$ cat config.mk
export PLATFORM = sky130hd
export DESIGN_NAME = pll_lock_sequencer
export DESIGN_NICKNAME = d
export VERILOG_FILES = /design/src/rtl/pll_seq_pkg.sv /design/src/rtl/sync_2ff.sv /design/src/rtl/pll_lock_sequencer.sv
export SDC_FILE = /design/constraint.sdc
export NUM_CORES = 1
export LEC_CHECK = 0
export ABC_AREA = 1
export BUFFER_PORTS_ARGS = -buffer_cell sky130_fd_sc_hd__buf_2
export CELL_PAD_IN_SITES_DETAIL_PLACEMENT = 1
export CELL_PAD_IN_SITES_GLOBAL_PLACEMENT = 2
export CORE_AREA = 3 3 88 90
export CTS_BUF_LIST = sky130_fd_sc_hd__clkbuf_4 sky130_fd_sc_hd__clkbuf_8
export DETAILED_ROUTE_END_ITERATION = 10
export DIE_AREA = 0 0 91 93
export GPL_ROUTABILITY_DRIVEN = 0
export MAX_ROUTING_LAYER = met4
export PLACE_DENSITY_LB_ADDON = 0.1
export SYNTH_ARGS = -nofsm -noshare
export SYNTH_HDL_FRONTEND = slang
export SYNTH_SLANG_ARGS = --single-unit
$ cat constraint.sdc
create_clock -name clk -period 1.8 [get_ports clk]
set_input_delay 0.27 -clock clk [delete_from_list [all_inputs] [get_ports clk]]
set_output_delay 0.27 -clock clk [all_outputs]
set_load 0.03 [all_outputs]
$ cat src/rtl/pll_seq_pkg.sv
// Shared state encoding and counter sizing helpers for the PLL lock sequencer.
package pll_seq_pkg;

    typedef enum logic [2:0] {
        PWRDN = 3'd0,
        RST   = 3'd1,
        WAIT  = 3'd2,
        HOLD  = 3'd3,
        RUN   = 3'd4,
        FAULT = 3'd5
    } seq_state_t;

    // Bits needed for a counter that runs 0 .. n-1.
    function automatic int unsigned cnt_w(input int unsigned n);
        return (n > 1) ? $clog2(n) : 1;
    endfunction

    function automatic int unsigned max2(input int unsigned a, input int unsigned b);
        return (a > b) ? a : b;
    endfunction

endpackage

$ cat src/rtl/sync_2ff.sv
// Two-flop synchronizer for asynchronous status inputs; resets to zero.
module sync_2ff #(
    parameter int unsigned WIDTH = 1
) (
    input  logic             clk,
    input  logic             reset,
    input  logic [WIDTH-1:0] d_i,
    output logic [WIDTH-1:0] q_o
);

    logic [WIDTH-1:0] meta_q;
    logic [WIDTH-1:0] sync_q;

    always_ff @(posedge clk) begin
        if (reset) begin
            meta_q <= '0;
            sync_q <= '0;
        end else begin
            meta_q <= d_i;
            sync_q <= meta_q;
        end
    end

    assign q_o = sync_q;

endmodule

$ cat src/rtl/pll_lock_sequencer.sv
// PLLA power/reset sequencing, lock qualification with timeout/retry, fault latch
// and lock-loss recovery; produces the reset for logic clocked by the PLL output.
module pll_lock_sequencer
    import pll_seq_pkg::*;
#(
    parameter int unsigned PWD_CYCLES    = 16,
    parameter int unsigned RST_CYCLES    = 64,
    parameter int unsigned LOCK_STABLE   = 1024,
    parameter int unsigned LOCK_TIMEOUT  = 65536,
    parameter int unsigned MAX_RETRIES   = 3,
    parameter int unsigned RELEASE_DELAY = 16
) (
    input  logic                               clk,
    input  logic                               reset,
    input  logic                               pll_lock_i,
    input  logic                               restart,
    output logic                               pll_pwd,
    output logic                               pll_reset,
    output logic                               sys_reset,
    output logic                               locked,
    output logic                               fault,
    output logic [$clog2(MAX_RETRIES+1)-1:0]   retries,
    output logic [7:0]                         lock_loss_cnt
);

    localparam int unsigned RETRY_W = $clog2(MAX_RETRIES + 1);
    localparam int unsigned PH_MAX  = max2(max2(PWD_CYCLES, RST_CYCLES),
                                           max2(LOCK_TIMEOUT, RELEASE_DELAY));
    localparam int unsigned PH_W    = cnt_w(PH_MAX);
    localparam int unsigned ST_W    = cnt_w(LOCK_STABLE);

    seq_state_t         state_q,   state_d;
    logic [PH_W-1:0]    phase_q,   phase_d;
    logic [ST_W-1:0]    stable_q,  stable_d;
    logic [RETRY_W-1:0] retries_q, retries_d;
    logic [7:0]         llc_q,     llc_d;
    logic               pwd_q,     pwd_d;
    logic               prst_q,    prst_d;
    logic               sysr_q,    sysr_d;
    logic               locked_q,  locked_d;
    logic               fault_q,   fault_d;
    logic               lock_s;

    sync_2ff #(
        .WIDTH(1)
    ) u_lock_sync (
        .clk   (clk),
        .reset (reset),
        .d_i   (pll_lock_i),
        .q_o   (lock_s)
    );

    always_ff @(posedge clk) begin
        if (reset) begin
            state_q   <= PWRDN;
            phase_q   <= '0;
            stable_q  <= '0;
            retries_q <= '0;
            llc_q     <= '0;
            pwd_q     <= 1'b1;
            prst_q    <= 1'b1;
            sysr_q    <= 1'b1;
            locked_q  <= 1'b0;
            fault_q   <= 1'b0;
        end else begin
            state_q   <= state_d;
            phase_q   <= phase_d;
            stable_q  <= stable_d;
            retries_q <= retries_d;
            llc_q     <= llc_d;
            pwd_q     <= pwd_d;
            prst_q    <= prst_d;
            sysr_q    <= sysr_d;
            locked_q  <= locked_d;
            fault_q   <= fault_d;
        end
    end

    // The phase counter times PWRDN, RST, HOLD and doubles as the WAIT timeout.
    always_comb begin
        state_d   = state_q;
        phase_d   = phase_q + PH_W'(1);
        stable_d  = stable_q;
        retries_d = retries_q;
        llc_d     = llc_q;

        if (restart) begin
            state_d   = PWRDN;
            phase_d   = '0;
            stable_d  = '0;
            retries_d = '0;
        end else begin
            unique case (state_q)
                PWRDN: begin
                    if (phase_q == PH_W'(PWD_CYCLES - 1)) begin
                        state_d = RST;
                        phase_d = '0;
                    end
                end
                RST: begin
                    if (phase_q == PH_W'(RST_CYCLES - 1)) begin
                        state_d  = WAIT;
                        phase_d  = '0;
                        stable_d = '0;
                    end
                end
                WAIT: begin
                    stable_d = lock_s ? stable_q + ST_W'(1) : '0;
                    if (lock_s && (stable_q == ST_W'(LOCK_STABLE - 1))) begin
                        state_d = HOLD;
                        phase_d = '0;
                    end else if (phase_q == PH_W'(LOCK_TIMEOUT - 1)) begin
                        phase_d = '0;
                        if (retries_q == RETRY_W'(MAX_RETRIES)) begin
                            state_d = FAULT;
                        end else begin
                            state_d   = RST;
                            retries_d = retries_q + RETRY_W'(1);
                        end
                    end
                end
                HOLD: begin
                    if (!lock_s) begin
                        state_d  = WAIT;
                        phase_d  = '0;
                        stable_d = '0;
                    end else if (phase_q == PH_W'(RELEASE_DELAY - 1)) begin
                        state_d = RUN;
                        phase_d = '0;
                    end
                end
                RUN: begin
                    phase_d = phase_q;
                    if (!lock_s) begin
                        state_d   = RST;
                        phase_d   = '0;
                        retries_d = '0;
                        if (llc_q != 8'hFF) begin
                            llc_d = llc_q + 8'd1;
                        end
                    end
                end
                FAULT: begin
                    phase_d = phase_q;
                end
                default: begin
                    state_d = PWRDN;
                    phase_d = '0;
                end
            endcase
        end

        // Outputs are decoded from the next state so they change on the entering edge.
        pwd_d    = (state_d == PWRDN) || (state_d == FAULT);
        prst_d   = (state_d == PWRDN) || (state_d == RST) || (state_d == FAULT);
        sysr_d   = (state_d != RUN);
        locked_d = (state_d == RUN);
        fault_d  = (state_d == FAULT);
    end

    assign pll_pwd       = pwd_q;
    assign pll_reset     = prst_q;
    assign sys_reset     = sysr_q;
    assign locked        = locked_q;
    assign fault         = fault_q;
    assign retries       = retries_q;
    assign lock_loss_cnt = llc_q;

endmodule
==> metrics <==
status finished, final reports clean; clk_lat worst skew 0.30 ns; Critical-path top delay cell dfxtp_2; # rows 31; final antenna-violating net count 0; Flop pwr share roughly 57%; final setup fails 0; share of the yosys chip area belonging to registers between 30 and 40%; antenna violations before repair 0; worst path bufs/invs 2; NetSw between 0.0003 and 0.0004 W; clock skew between 0.007 and 0.008 ns; routed vias/inst around 4.7; FFs w/ async S/R, synth 0%; Clock Path Buffers 2; switching share of total power between 20% and 30%; Logic pwr share approximately 3%; slowest stage delay, CP about 0.37 ns; Mapped Area between 2000 and 2500 µm²; dpl hpwl a little under 5 mm; Root Driver clkbuf_8; CTS Buf Count 5; GRT overflow 0; Antenna Cells 0; Top delay family on crit path simple AND/OR/NAND/NOR gates; Clock power frac 39.7%; CP endpoint kind flop; WL final 6.47 mm; VDD IR max 300 µV; period utilization 96.7%; Data required, critical path around 2.0 ns; IO Pins 19; PwrDens 582 nW/µm²; EDFF count, synth 0; Unique masters post-synth 36; first-pass GRT wire length around 11 mm; vias in the first global route roughly 2,400; DR pass1 iterations 4; share of the synthesized area in the top cell type approximately two fifths; Gate Count Post-Synth 350; PortBufs 18; CP Cell Sequence ha_4 > nand2_4 > nor2_4 > nand2_2 > buf_6 > inv_4 > nand2_4 > nor2_4 > nand2_2 > nor3_4 > xnor2_1 > nor2_1; placed instance area about 2800 µm²; Relative slew margins about two thirds; final setup margin between 0.05 and 0.06 ns; Synth Flop Type dfxtp_1; Seq cells post-synth 46; NumNets Final approximately 410; Slew Viols, Final 0; minimum clock period ~1.7 ns; cts hold-fix bufs 0; Synth area leader dfxtp_1; Max Cap Violations 0; Area Overhead vs Synth 29.4%; number of hold violations in the final report 0; total core area between 7000 and 8000 µm²; starting density of the core 33.3%; pre-CTS WS about 0.040 ns; RSZ-0062 raised after global routing true; pin slew with the least headroom to its limit approximately 0.48 ns; Internal Power approximately 0.0014 W; CTS tree built; DIE WIDTH roughly 91 µm; CTS H-tree lvls 2; DIE AREA 8460 µm²; vias roughly 2,400; Worst-path clk slew 0.09 ns; Critical Path Source Type flop; CP Class flop to flop; WL/cell around 13 µm; Synth top cells by count nand2_1, nor2_1, dfxtp_1; clk sink count 46; Global Route Usage Sum 16.1%; DRT iter0 DRCs 76; Mean Syn Cell Area between 6 and 7 µm²; worst hold path type primary input to flop; Leak 1.32 nW; most frequent cell after synthesis nand2_1; # fillers 952; Worst EP arrival between 1.5 and 2 ns; DIE HEIGHT slightly above 90 µm; largest net degree at the start of global routing 15; fmax roughly 0.57 GHz; share of cells above drive strength 1 28.2%; CP max FO 3; YS warnings 0; ranking of synthesized cells by area dfxtp_1, nand2_1, nor2_1; Syn Nets 358; cell area after layout a little over 3000 µm²; drc violations 0
## tightest hold or removal path, cell delays in order
cell	delay (ns)
buf_2	0.07
inv_1	0.03
nor2_1	0.06
## power by group through the flow
stage	clock (W)	combinational, W	sequential [W]
final	0.000710	0.0000539	0.00102
after global routing	0.000797	0.0000619	0.00103
after CTS	0.000749	0.0000514	0.00102
after detailed placement	0	0.0000512	0.00105
after global placement	0	0.0000516	0.00105
after floorplan	0	0.0000251	0.00105
## state kept, by name, indices dropped and copies added (netlist names)
signal              count
phase_q                16
stable_q               10
lock_loss_cnt           8
state_q                 3
retries                 2
fault                   1
locked                  1
pll_pwd                 1
pll_reset               1
sys_reset               1
u_lock_sync.meta_q      1
u_lock_sync.q_o         1
## routing by layer
metal | track usage, % | vias up | wire [µm]
met2 | 25.9 | 24 | 3020
met3 | 2.90 | 5 | 118
met1 | 21.3 | 1108 | 3280
met4 | 3.64 | 0 | 55
li1 | - | 1232 | -
met5 | - | - | 0
## cell families (layout without fill, tap and decap cells)
family / count (synthesis) / in the layout / synth area share (%)
AO/OA/AOI/OAI: 48 / 48 / 11.7
XOR/XNOR: 5 / 5 / 1.84
AND/OR/NAND/NOR: 192 / 192 / 36.8
buffers and inverters: 55 / 109 / 8.79
adder cells (fa/ha/maj): 4 / 4 / 2.11
flip-flops: 46 / 46 / 38.7
## cell type report
type                    instances  area [µm²]  area share, %
clock buffers                   7        96.3           3.13
clock inverters                 1        8.76          0.285
inverters                      52         198           6.43
multi-input cells             249        1400           45.4
flip-flops and latches         46         927           30.1
well taps                      99         124           4.03
repair buffers                 49         327           10.6
## metrics by stage
stage	power [W]	setup TNS, ns	utilization, %	hold WS [ns]	cells
6_report	0.00179	0	43.1	0.169	503
5_1_grt	0.00188	-0.188	43.1	0.187	503
4_1_cts	0.00182	0	40.0	0.159	495
3_5_place_dp	0.00110	0	38.5	0.399	487
3_3_place_gp	0.00110	0	38.5	0.389	487
2_1_floorplan	0.00107	0	-	0.341	350
## cells in the final DEF, fill, tap and decap left out, drive strengths merged, types with 3 or more instances in the layout
cell,synthesis,layout
nand2,78,78
nor2,60,60
inv,50,51
buf,2,49
dfxtp,46,46
nand3,24,24
a21oi,20,20
o21ai,16,16
nand4,13,13
nor3,9,9
clkbuf,1,7
or2,5,5
o211ai,4,4
ha,4,4
xor2,3,3
## path summary, 6_finish.rpt
path	slack, ns	startpoint	end	cells after the start
max	0.06	phase_q[1]$_SDFFE_PP0P_	phase_q[14]$_SDFFE_PP0P_	12
min	0.17	pll_lock_i	u_lock_sync.meta_q$_SDFF_PP0_	3
max reg2reg	0.06	phase_q[1]$_SDFFE_PP0P_	phase_q[14]$_SDFFE_PP0P_	12
min reg2reg	0.41	u_lock_sync.meta_q$_SDFF_PP0_	u_lock_sync.q_o$_SDFF_PP0_	2
## repair_timing
item / 4_1_cts / 5_1_grt
setup buffers: 0 / 8
gates resized for setup: 0 / 41
endpoints found under the hold margin: 0 / 0
setup endpoints to repair: 0 / 30
No activity file was read; power rests on OpenSTA's default activity.
